==> src/rtl/add_subb_pipe_if.sv <==
// Operation/result handshake bundle for the pipelined adder/subtractor.
// The master drives operations and out_ready; the slave returns results.
interface add_subb_pipe_if #(
    parameter int W = 64
);
    logic         in_valid;
    logic         in_ready;
    logic         subb_a;
    logic         subb_b;
    logic         sat_en;
    logic [W-1:0] a;
    logic [W-1:0] b;
    logic         out_valid;
    logic         out_ready;
    logic [W-1:0] s;
    logic         c;
    logic         ovf;

    modport master (
        output in_valid, subb_a, subb_b, sat_en, a, b, out_ready,
        input  in_ready, out_valid, s, c, ovf
    );

    modport slave (
        input  in_valid, subb_a, subb_b, sat_en, a, b, out_ready,
        output in_ready, out_valid, s, c, ovf
    );
endinterface

==> src/rtl/add_subb_pipe.sv <==
// Pipelined two's complement adder/subtractor s = +/-a +/-b, one L-bit ripple
// segment per stage, with valid/ready flow control, overflow and saturation.
module add_subb_pipe #(
    parameter int W = 64,
    parameter int S = 4
) (
    input  logic           clk,
    input  logic           arst,
    add_subb_pipe_if.slave bus
);
    localparam int L = W / S;
    localparam logic [W-1:0] SAT_POS = {1'b0, {(W-1){1'b1}}};
    localparam logic [W-1:0] SAT_NEG = {1'b1, {(W-1){1'b0}}};

    logic         valid_q [S];
    logic         valid_d [S];
    logic         sat_q   [S];
    logic         sat_d   [S];
    logic [1:0]   cy_q    [S];
    logic [1:0]   cy_d    [S];
    logic [W-1:0] a_q     [S];
    logic [W-1:0] a_d     [S];
    logic [W-1:0] b_q     [S];
    logic [W-1:0] b_d     [S];
    logic [W-1:0] sum_q   [S];
    logic [W-1:0] sum_d   [S];
    logic         c_q, c_d;
    logic         ovf_q, ovf_d;
    logic         advance;

    logic         src_valid, src_sat, ovf_t, c_t;
    logic [1:0]   src_cy;
    logic [W-1:0] src_a, src_b, src_sum, merged;
    logic [L-1:0] seg_a, seg_b;
    logic [L+1:0] seg, top;
    int           p;

    assign advance        = ~valid_q[S-1] | bus.out_ready;
    assign bus.in_ready   = advance;
    assign bus.out_valid  = valid_q[S-1];
    assign bus.s          = sum_q[S-1];
    assign bus.c          = c_q;
    assign bus.ovf        = ovf_q;

    // Per-stage segment add; data registers only load for valid entries so
    // bubbles leave the last result (or the reset zeros) untouched.
    always_comb begin
        src_valid = 1'b0;
        src_sat   = 1'b0;
        src_cy    = 2'd0;
        src_a     = {W{1'b0}};
        src_b     = {W{1'b0}};
        src_sum   = {W{1'b0}};
        merged    = {W{1'b0}};
        seg_a     = {L{1'b0}};
        seg_b     = {L{1'b0}};
        seg       = {(L+2){1'b0}};
        top       = {(L+2){1'b0}};
        ovf_t     = 1'b0;
        c_t       = 1'b0;
        p         = 0;
        c_d       = c_q;
        ovf_d     = ovf_q;
        for (int k = 0; k < S; k++) begin
            valid_d[k] = valid_q[k];
            sat_d[k]   = sat_q[k];
            cy_d[k]    = cy_q[k];
            a_d[k]     = a_q[k];
            b_d[k]     = b_q[k];
            sum_d[k]   = sum_q[k];
        end
        for (int k = 0; k < S; k++) begin
            p = (k > 0) ? k - 1 : 0;
            if (k == 0) begin
                src_valid = bus.in_valid;
                src_sat   = bus.sat_en;
                src_a     = bus.a ^ {W{bus.subb_a}};
                src_b     = bus.b ^ {W{bus.subb_b}};
                src_cy    = {1'b0, bus.subb_a} + {1'b0, bus.subb_b};
                src_sum   = {W{1'b0}};
            end else begin
                src_valid = valid_q[p];
                src_sat   = sat_q[p];
                src_a     = a_q[p];
                src_b     = b_q[p];
                src_cy    = cy_q[p];
                src_sum   = sum_q[p];
            end
            seg_a = src_a[k*L +: L];
            seg_b = src_b[k*L +: L];
            seg   = {2'b00, seg_a} + {2'b00, seg_b} + {{L{1'b0}}, src_cy};
            merged = src_sum;
            merged[k*L +: L] = seg[L-1:0];
            // Top segment: sign-extended sum gives bits W+1..W-1 of the true result.
            if (k == S - 1) begin
                top   = {{2{seg_a[L-1]}}, seg_a} + {{2{seg_b[L-1]}}, seg_b}
                      + {{L{1'b0}}, src_cy};
                ovf_t = ~((top[L+1] == top[L]) & (top[L] == top[L-1]));
                c_t   = |seg[L+1:L];
                if (src_sat & ovf_t) begin
                    merged = top[L+1] ? SAT_NEG : SAT_POS;
                end else begin
                    merged = merged;
                end
            end else begin
                top = {(L+2){1'b0}};
            end
            if (advance) begin
                valid_d[k] = src_valid;
                if (src_valid) begin
                    sat_d[k] = src_sat;
                    cy_d[k]  = seg[L+1:L];
                    a_d[k]   = src_a;
                    b_d[k]   = src_b;
                    sum_d[k] = merged;
                    if (k == S - 1) begin
                        c_d   = c_t;
                        ovf_d = ovf_t;
                    end else begin
                        c_d   = c_d;
                    end
                end else begin
                    sum_d[k] = sum_q[k];
                end
            end else begin
                valid_d[k] = valid_q[k];
            end
        end
    end

    // Stage registers; reset discards everything in flight.
    always_ff @(posedge clk or posedge arst) begin
        if (arst) begin
            for (int k = 0; k < S; k++) begin
                valid_q[k] <= 1'b0;
                sat_q[k]   <= 1'b0;
                cy_q[k]    <= 2'd0;
                a_q[k]     <= {W{1'b0}};
                b_q[k]     <= {W{1'b0}};
                sum_q[k]   <= {W{1'b0}};
            end
            c_q   <= 1'b0;
            ovf_q <= 1'b0;
        end else begin
            for (int k = 0; k < S; k++) begin
                valid_q[k] <= valid_d[k];
                sat_q[k]   <= sat_d[k];
                cy_q[k]    <= cy_d[k];
                a_q[k]     <= a_d[k];
                b_q[k]     <= b_d[k];
                sum_q[k]   <= sum_d[k];
            end
            c_q   <= c_d;
            ovf_q <= ovf_d;
        end
    end
endmodule
==> src/flat_wrapper.sv <==
// flat-port wrapper written by rule: the top's interface ports become plain ports
module add_subb_pipe_flat 
#(
    parameter int W = 64,
    parameter int S = 4
)
  (clk, arst, bus_in_valid, bus_subb_a, bus_subb_b, bus_sat_en, bus_a, bus_b, bus_out_ready, bus_in_ready, bus_out_valid, bus_s, bus_c, bus_ovf);
  add_subb_pipe_if #(.W(W)) bus_i ();
  input  logic clk;
  input  logic arst;
  input wire logic [$bits(bus_i.in_valid)-1:0] bus_in_valid;
  input wire logic [$bits(bus_i.subb_a)-1:0] bus_subb_a;
  input wire logic [$bits(bus_i.subb_b)-1:0] bus_subb_b;
  input wire logic [$bits(bus_i.sat_en)-1:0] bus_sat_en;
  input wire logic [$bits(bus_i.a)-1:0] bus_a;
  input wire logic [$bits(bus_i.b)-1:0] bus_b;
  input wire logic [$bits(bus_i.out_ready)-1:0] bus_out_ready;
  output wire logic [$bits(bus_i.in_ready)-1:0] bus_in_ready;
  output wire logic [$bits(bus_i.out_valid)-1:0] bus_out_valid;
  output wire logic [$bits(bus_i.s)-1:0] bus_s;
  output wire logic [$bits(bus_i.c)-1:0] bus_c;
  output wire logic [$bits(bus_i.ovf)-1:0] bus_ovf;
  assign bus_i.in_valid = bus_in_valid;
  assign bus_i.subb_a = bus_subb_a;
  assign bus_i.subb_b = bus_subb_b;
  assign bus_i.sat_en = bus_sat_en;
  assign bus_i.a = bus_a;
  assign bus_i.b = bus_b;
  assign bus_i.out_ready = bus_out_ready;
  assign bus_in_ready = bus_i.in_ready;
  assign bus_out_valid = bus_i.out_valid;
  assign bus_s = bus_i.s;
  assign bus_c = bus_i.c;
  assign bus_ovf = bus_i.ovf;
  add_subb_pipe #(.W(W), .S(S)) u_core (.clk(clk), .arst(arst), .bus(bus_i));
endmodule
==> config.mk <==
export PLATFORM = sky130hd
export DESIGN_NAME = add_subb_pipe_flat
export DESIGN_NICKNAME = d
export VERILOG_FILES = /design/src/rtl/add_subb_pipe_if.sv /design/src/rtl/add_subb_pipe.sv /design/src/flat_wrapper.sv
export SDC_FILE = /design/constraint.sdc
export NUM_CORES = 1
export LEC_CHECK = 0
export BUFFER_PORTS_ARGS = -buffer_cell sky130_fd_sc_hd__buf_2
export CORE_UTILIZATION = 45
export CTS_CLUSTER_DIAMETER = 150
export DETAILED_ROUTE_END_ITERATION = 16
export PLACE_DENSITY = 0.76
export SETUP_SLACK_MARGIN = 0.3
export SKIP_CTS_REPAIR_TIMING = 1
export SLEW_MARGIN = 30
export SYNTH_ARGS = -nofsm -noshare
export SYNTH_HDL_FRONTEND = slang
export SYNTH_SLANG_ARGS = --single-unit
==> constraint.sdc <==
create_clock -name clk -period 28.7 [get_ports clk]
set_input_delay 5.74 -clock clk [delete_from_list [all_inputs] [get_ports clk]]
set_output_delay 5.74 -clock clk [all_outputs]
set_load 0.05 [all_outputs]
==> results.txt <==
----------------------------------------------------
[Timing]
  Setup violation total in the final timing report ... 0
  Unrepaired setup endpoints after global routing ... no
  Setup slack after layout ... 16,320 ps
  Max Fclk ... 80.8 MHz
  Final critical path time including I/O delays and setup ... 12,380 ps
  Worst hold slack ... 472 ps
  Number of slew-limit violations in the final report ... 0
  Relative slew slack ... 0.364
  Number of hold violations in the final report ... 0
  Slew at the pin closest to its max-slew limit ... 951 ps
  Post-Route Setup TNS ... 0 ps
  Skew final ... 13.0 ps
  Final period utilization ... 0.431

[Setup path]
  Startpoint class of the critical path ... input pin
  Critical Path RT ... 22,960 ps
  R2R cell count ... 13
  Biggest fanout along the worst timing path ... 11
  WS Path Type ... input pin to output port
  Nature of the critical path endpoint ... output port
  Data arrival at the endpoint of the critical path ... 6640 ps

[Run status]
  Status ... finished clean

[Global route]
  Global Route met1 Usage ... 0.250
  Sum of overflow across all layers after global routing ... 0
  First-pass GRT wire length ... 68.7 mm
  Vias in the first global route ... 13,828
  Met3 GRT Util ... 0.0389
  Most utilized layer in the global route result ... met2
  Number of antenna violations at the first check in global routing ... 6
  GRT Total Usage ... 0.191
  Largest net degree at the start of global routing ... 129
  GRT met2 Usage ... 0.319

[Place]
  Port Buffer Count ... 202
  Weighted congestion at the end of routability-driven global placement ... 0.874
  Placed Instance Area ... 20,500 um^2
  Final HPWL DP ... 29.4 mm
  Setup slack at placement ... 16,310 ps

[Synth]
  Total standard cell area after synthesis ... 19,500 um^2
  Sequential area share after synthesis ... 0.471
  Number of storage elements in the synthesis netlist ... 367
  Post-synth EDFFs ... 0
  Compound-gate portion of the synthesized area ... 0.122
  Net count after synthesis ... 2,104
  Main combinational cell family by area after synthesis ... compound AO/OA/AOI/OAI gates
  Cell count after synthesis ... 1,890
  Share of synthesized registers carrying an async set or reset ... 1.00
  Warnings, synthesis ... 0
  Average footprint of a synthesized cell ... 10.3 um^2
  Simple-gate portion of the synthesized area ... 0.115
  Multiplexer fraction of the synthesized cell area ... 0.0893
  Synth cell types ... 71
  Dominant register cell in the synthesized netlist ... dfrtp_1
  Xor-xnor portion of the synthesized cell area ... 0.101
  Adder-cell share of the synthesized area ... 0.0538

[Clock tree]
  Clock tree from TritonCTS ... done
  Clock-pin transition on the worst setup and hold timing paths ... 60 ps
  Clock tree sinks ... 367
  Number of buffers inserted during clock tree synthesis ... 39
  Count of H-tree levels built during CTS ... 2
  Clk_lat worst skew ... 530 ps
  Root cell of the clock tree ... clkbuf_16
  Maximum root-to-sink buffer count ... 3

[Floorplanning]
  Floorplan die height ... 210 um
  FP Rows ... 75
  Initial cell density of the core ... 0.460
  Core area ... 42,300 um^2
  Width of the chip ... 210 um
  Io pins ... 203
  Die footprint ... 44,100 um^2

[Power]
  Share of total power in combinational logic ... 0.509
  Net switching power ... 1.24 mW
  Worst voltage drop across the vdd grid ... 0.0470 mV
  Sequential cell fraction of total power ... 0.309
  Static power due to leakage ... 10.0 nW
  Internal power ... 1.63 mW
  Clock group share of total power ... 0.181
  Pwr Density ... 131 nW/um^2
  Share of total power consumed by net switching ... 0.431

[Drt]
  Sum of routed wire length over all layers ... 41.6 mm
  First DRT Iteration DRCs ... 665
  DR DRC count ... 0
  Pre-antenna DRT Iters ... 5
  Detailed-route vias per instance ... 5.24
  Via count ... 13,641
  Antenna-violating nets left ... 0
  Average wire per cell in the routed design ... 16.0 um

[Layout]
  Layout cells sized above 1 ... 0.223
  Area Growth Syn to Fin ... 12.7%
  Nets ... 2,210
  Final standard cell area without fillers ... 22,000 um^2
  Most frequent standard cell in the layout excluding fill and tap cells ... dfrtp_1
  Most used cells in the layout excluding fill and tap cells ... 367 x dfrtp_1, 262 x nand2_1, 200 x buf_2

[Worst hold path]
  Path category of the worst min-delay check ... flip-flop to flip-flop
  Number of cells on the worst hold path ... 2

[Run]
  Max-cap check violation count ... 0

----------------------------------------------------
through the flow:
stage	utilization	std cells	total power [mW]
floorplan	-	1890	2.09
global placement	0.485	2529	2.29
detailed placement	0.485	2530	2.35
CTS	0.517	2600	2.88
global route	0.519	2602	3.08
finish	0.519	2604	2.87
sequential cells by signal (all words and copies together) (netlist names):
| register | count |
|---|---|
| u_core.sum_q | 48 |
| u_core.bus.ovf | 1 |
| u_core.a_q | 80 |
| u_core.src_b | 16 |
| u_core.valid_q | 2 |
| u_core.bus.s | 64 |
| u_core.bus.c | 1 |
| u_core.b_q | 80 |
| u_core.src_sat | 1 |
| u_core.src_cy | 2 |
| u_core.cy_q | 4 |
| u_core.src_a | 16 |
| u_core.sat_q | 2 |
| u_core.src_valid | 1 |
| u_core.src_sum | 48 |
| u_core.bus.out_valid | 1 |
routing by layer:
layer / vias to the layer above / routed length (um)
met3: 78 / 2360
met1: 6519 / 18600
met5: - / 50
li1: 6726 / -
met2: 310 / 19600
met4: 8 / 1010
worst max-delay path, cell delays in order:
cell,delay [ps]
buf_2,70
nand2b_1,450
buf_2,370
path summary, 6_finish.rpt:
| path | slack [ps] | from | end |
|---|---|---|---|
| worst min register to register | 470 | u_core.bus.s[46] | u_core.bus.s[46] |
| worst max-delay path | 16320 | bus_out_ready | bus_in_ready |
| min in group asynchronous | 5170 | arst | u_core.bus.s[48] |
| worst min-delay path | 470 | u_core.bus.s[46] | u_core.bus.s[46] |
| worst max register to register | 23610 | u_core.src_b[48] | u_core.bus.s[50] |
| max in group asynchronous | 21800 | arst | u_core.a_q[215] |
cell families after synthesis:
family | after synthesis
and+or+nand+nor | 503
AOI/OAI and AO/OA | 390
DFF | 367
xor gates and xnor gates | 225
buffers and inverters | 171
muxes | 155
adders and majority gates | 79
synthesized netlist by cell type, drive strengths merged (3+ instances only):
master | instances | share of area
dfrtp | 367 | 0.47
nand2 | 266 | 0.051
o21ai | 220 | 0.057
mux2 | 151 | 0.087
xnor2 | 148 | 0.067
nor2 | 98 | 0.019
buf | 94 | 0.032
xor2 | 77 | 0.035
ha | 71 | 0.046
clkbuf | 58 | 0.011
a21oi | 48 | 0.012
nor3 | 30 | 0.0083
nand3 | 22 | 0.0057
a21o | 19 | 0.0073
inv | 19 | 0.0037
a211oi | 17 | 0.0068
o21a | 17 | 0.0066
nand4 | 16 | 0.0055
a211o | 15 | 0.0067
and2 | 14 | 0.0045
and3 | 11 | 0.0035
fa | 8 | 0.0082
or3 | 8 | 0.0026
nor2b | 6 | 0.0019
nor4 | 6 | 0.0019
o211ai | 6 | 0.0023
a221oi | 5 | 0.0031
o31ai | 5 | 0.0019
a2111o | 4 | 0.0023
a311oi | 4 | 0.0018
and4 | 4 | 0.0018
mux2i | 4 | 0.0021
nand2b | 4 | 0.0013
a2111oi | 3 | 0.0017
a31oi | 3 | 0.00096
nand4b | 3 | 0.0017
nor3b | 3 | 0.0012
o21bai | 3 | 0.0012
o41ai | 3 | 0.0023
or2 | 3 | 0.00096
power groups by stage:
stage	Sequential, mW	Combinational (mW)	Clock, mW
detailed placement	0.895	1.45	0
global placement	0.884	1.41	0
global route	0.917	1.61	0.554
finish	0.886	1.46	0.520
CTS	0.888	1.46	0.531
floorplan	0.851	1.24	0
cell type report:
cell class,count,area [um^2]
Fill cell,3775,20400
Clock buffer,53,1140
Timing Repair Buffer,217,1200
Clock inverter,17,205
Sequential cell,367,9180
Multi-Input combinational cell,1352,9420
Inverter,19,78.8
Antenna cell,2,5.00
Tap cell,577,722
Note: power is estimated with default switching activity, not from simulation.
